[config.mk]
export PLATFORM = sky130hd
export DESIGN_NAME = reg32b
export DESIGN_NICKNAME = d
export VERILOG_FILES = /design/src/rtl/reg32b.sv
export SDC_FILE = /design/constraint.sdc
export NUM_CORES = 1
export LEC_CHECK = 0
export CORE_AREA = 2 2 43 75
export CTS_CLUSTER_SIZE = 30
export DETAILED_ROUTE_END_ITERATION = 10
export DIE_AREA = 0 0 45 77
export GPL_ROUTABILITY_DRIVEN = 0
export GPL_TIMING_DRIVEN = 0
export MAX_ROUTING_LAYER = met4
export PLACE_DENSITY_LB_ADDON = 0.12
export SYNTH_ARGS = -nofsm -noshare
export SYNTH_HDL_FRONTEND = slang
export SYNTH_SLANG_ARGS = --single-unit
[constraint.sdc]
create_clock -name clk -period 1 [get_ports clk]
set_input_delay 0.2 -clock clk [delete_from_list [all_inputs] [get_ports clk]]
set_output_delay 0.2 -clock clk [all_outputs]
set_load 0.005 [all_outputs]
[src/rtl/reg32b.sv]
// reg32b: WIDTH-bit parallel-load register built from independent per-bit D flip-flop cells.
// Define REG32B_GATE_LEVEL_EN to build each cell as a NAND/NOT master-slave flip-flop.

module reg32b_bit_cell #(
  parameter logic RESET_BIT = 1'b0
) (
  input  logic clk,
  input  logic res,
  input  logic d,
  output logic q
);

`ifdef REG32B_GATE_LEVEL_EN
  logic clk_n;
  logic d_n;
  logic force0_n;
  logic force1_n;
  logic m_s_n, m_r_n, m_q, m_qn;
  logic s_s_n, s_r_n, s_q, s_qn;

  // Only one of the two force lines follows res; it pins q to RESET_BIT.
  assign force0_n = RESET_BIT ? 1'b1 : res;
  assign force1_n = RESET_BIT ? res  : 1'b1;

  not u_inv_clk (clk_n, clk);
  not u_inv_d   (d_n, d);

  // Master latch: transparent while clk is low.
  nand u_m_s  (m_s_n, d,     clk_n, force0_n);
  nand u_m_r  (m_r_n, d_n,   clk_n, force1_n);
  nand u_m_q  (m_q,   m_s_n, m_qn,  force1_n);
  nand u_m_qn (m_qn,  m_r_n, m_q,   force0_n);

  // Slave latch: transparent while clk is high, so it takes the master value at the rising edge.
  nand u_s_s  (s_s_n, m_q,   clk,   force0_n);
  nand u_s_r  (s_r_n, m_qn,  clk,   force1_n);
  nand u_s_q  (s_q,   s_s_n, s_qn,  force1_n);
  nand u_s_qn (s_qn,  s_r_n, s_q,   force0_n);

  assign q = s_q;
`else
  logic q_d;
  logic q_q;

  always_comb begin
    q_d = d;
  end

  // NOTE: sequential state uses non-blocking assignments so every cell samples d before any updates.
  always_ff @(posedge clk or negedge res) begin
    if (!res) q_q <= RESET_BIT;
    else      q_q <= q_d;
  end

  assign q = q_q;
`endif

endmodule

module reg32b #(
  parameter int                 WIDTH       = 32,
  parameter logic [0:WIDTH-1]   RESET_VALUE = '0
) (
  output logic [0:WIDTH-1] data_out,
  input  logic [0:WIDTH-1] data_in,
  input  logic             clk,
  input  logic             res
);

  // Bit 0 is the MSB; each cell maps data_in[i] straight to data_out[i].
  for (genvar i = 0; i < WIDTH; i++) begin : g_bit
    reg32b_bit_cell #(
      .RESET_BIT (RESET_VALUE[i])
    ) u_cell (
      .clk (clk),
      .res (res),
      .d   (data_in[i]),
      .q   (data_out[i])
    );
  end

endmodule

==> results.cfg <==
[floorplan]
die_area_um2 = 3470
die_w_um = 45
row_count = 26
core_um2 = 2860
die_h_um = 77
io-pin-count = 66
initial_core_util = 0.364

[power]
share_seq_of_total_power = 0.523
p_clk_frac = 0.366
max-vdd-ir-drop_uv = 1040
p_per_area_nw_per_um2 = 1640
switchingPower_uw = 530
p_comb_frac = 0.111
internal-power_uw = 2130
cellLeakagePower_uw = 0.000747
switching_share = 0.199

[cells_and_area]
syn2layout_area_growth_pct = 55.6
largest_reg_flops = 32
nFillCells = 255
multi_input_area_um2 = 0
multi_input_cells = 0
fin_nets = 138
fin_cells = 133
diodes = 0
drive_gt1_frac = 0.390

[clock_network]
cts.clk_slew.worst_paths_ns = 0.06
clock_path_buffers = 2
post-cts-setup-buffers = 0
cts_tree = yes
htreeDepth = 2
cts_buffers = 5
clock-sinks = 32
cts_root_buf = clkbuf_8

[timing]
setup_tns_ns = 0
final-max-slew-violation-count = 0
hold_viol = 0
tightest_slew_ns = 0.769
post-route-min-period_ns = 0.988
rsz0062_at_grt = yes
min_period_over_period = 0.988
clock.fmax_ghz = 1.01
setup_viol = 0
hold-worst-slack_ns = 0.0913
max_slew_margin = 0.487

[logic_synthesis]
synthesis.area_um2 = 1040
ys_seq_elements = 32
synth-edff-count = 0
yosysSeqAreaShare = 0.769
synthTopCellsByArea = dfrtp_1 (77%), buf_4 (23%)
syn_inst = 64
avgSynthCellArea_um2 = 16.3
synth_top_area_share = 0.769
async_reset_ff_frac = 1.00
yosys-top-cells-count = buf_4 (32), dfrtp_1 (32)
yosys.cell_types.count = 2
postSynthNetCount = 98
synth_largest_area_cell = dfrtp_1
yosysWarnings = 0
synth_ff_type = dfrtp_1

[global_route]
antenna_found_initial = 0
grt_util_all_layers = 0.120
grt_start_max_net_pins = 33
grt_pass1_vias = 580
grt_pass1_wl_um = 2780
grt-ovfl-total = 0

[route]
drt_iter0_drc = 15
first_pass_iters = 2
wire_per_inst_um = 13.3
ant_nets = 0
finalWirelength_um = 1770
vias = 540
post_drt_via_cell_ratio = 4.06
drc = 0

[critical_path]
path_class = flop to output pin
path_delay_family = flip-flops
worst_setup_path_start_kind = flop
required_ns = 0.80
path_max_fanout = 1
slowest_stage = dfrtp_1
critPathCaptureType = output pin
max_stage_delay_ns = 0.39
arrival_ns = 0.79
path_cells = buf_6
crit_buf_inv = 1

[flow_run]
drv_cap = 0

[placement]
port-buffer-count = 65
place.detailed.hpwl_um = 1390
dp.cells = 157

[outcome]
status = finished, final reports clean

[worst_hold_path]
hp-class = input port to asynchronous set/reset pin
[repair_timing]
item,4_1_cts,5_1_grt
pin swaps,0,0
hold buffers,0,0
gates resized for setup,163,0
endpoints found under the setup margin,64,8
[logic make-up (layout without fill, tap and decap cells)]
kind of cell	after synthesis	after routing	synth area share
buf+inv	32	73	0.231
flops	32	32	0.769
[worst paths after layout]
check                      slack, ns  cells after the start                    startpoint                      endpoint
setup / recovery                0.01                      1  g_bit[18].u_cell.q$_DFF_PN0_                  data_out[18]
hold / removal                  0.09                      1                           res  g_bit[24].u_cell.q$_DFF_PN0_
max in group asynchronous       0.42                      1                           res   g_bit[4].u_cell.q$_DFF_PN0_
min in group clk                0.36                      1                   data_in[31]  g_bit[31].u_cell.q$_DFF_PN0_
[cells in the final DEF, fill, tap and decap left out, drive strengths merged]
master / synthesis / layout
buf: 32 / 32
dfrtp: 32 / 32
clkdlybuf4s15: 0 / 1
clkinv: 0 / 2
clkdlybuf4s50: 0 / 32
clkbuf: 0 / 6
[power by group through the flow]
stage	registers, µW	clock network, µW	logic (µW)
global route	1400	1090	319
global placement	1400	0	381
detailed placement	1400	0	388
CTS	1400	1030	303
finish	1390	974	296
floorplan	1400	0	102
[cell type report]
cell class | count | area, µm² | area share
clock inverter | 2 | 10.0 | 0.00618
clock buffer | 6 | 82.6 | 0.0510
tap | 28 | 35.0 | 0.0216
timing repair buffer | 65 | 692 | 0.427
sequential | 32 | 801 | 0.494
[per-stage QoR]
stage	power [µW]	worst slack [ns]	utilization	cell area, µm²
after floorplan	1500	0.342	-	1040
after global routing	2800	-0.0167	0.566	1620
after CTS	2730	0.00302	0.566	1620
after global placement	1780	-0.784	0.603	1730
after detailed placement	1790	-0.861	0.603	1730
final	2660	0.0124	0.566	1620
[metal layers]
metal / GRT usage / routed length, µm
met1: 0.111 / 563
met5: - / 0
met4: 0.0794 / 49
met2: 0.189 / 982
met3: 0.0541 / 175
Power figures use the tool's default switching activity.
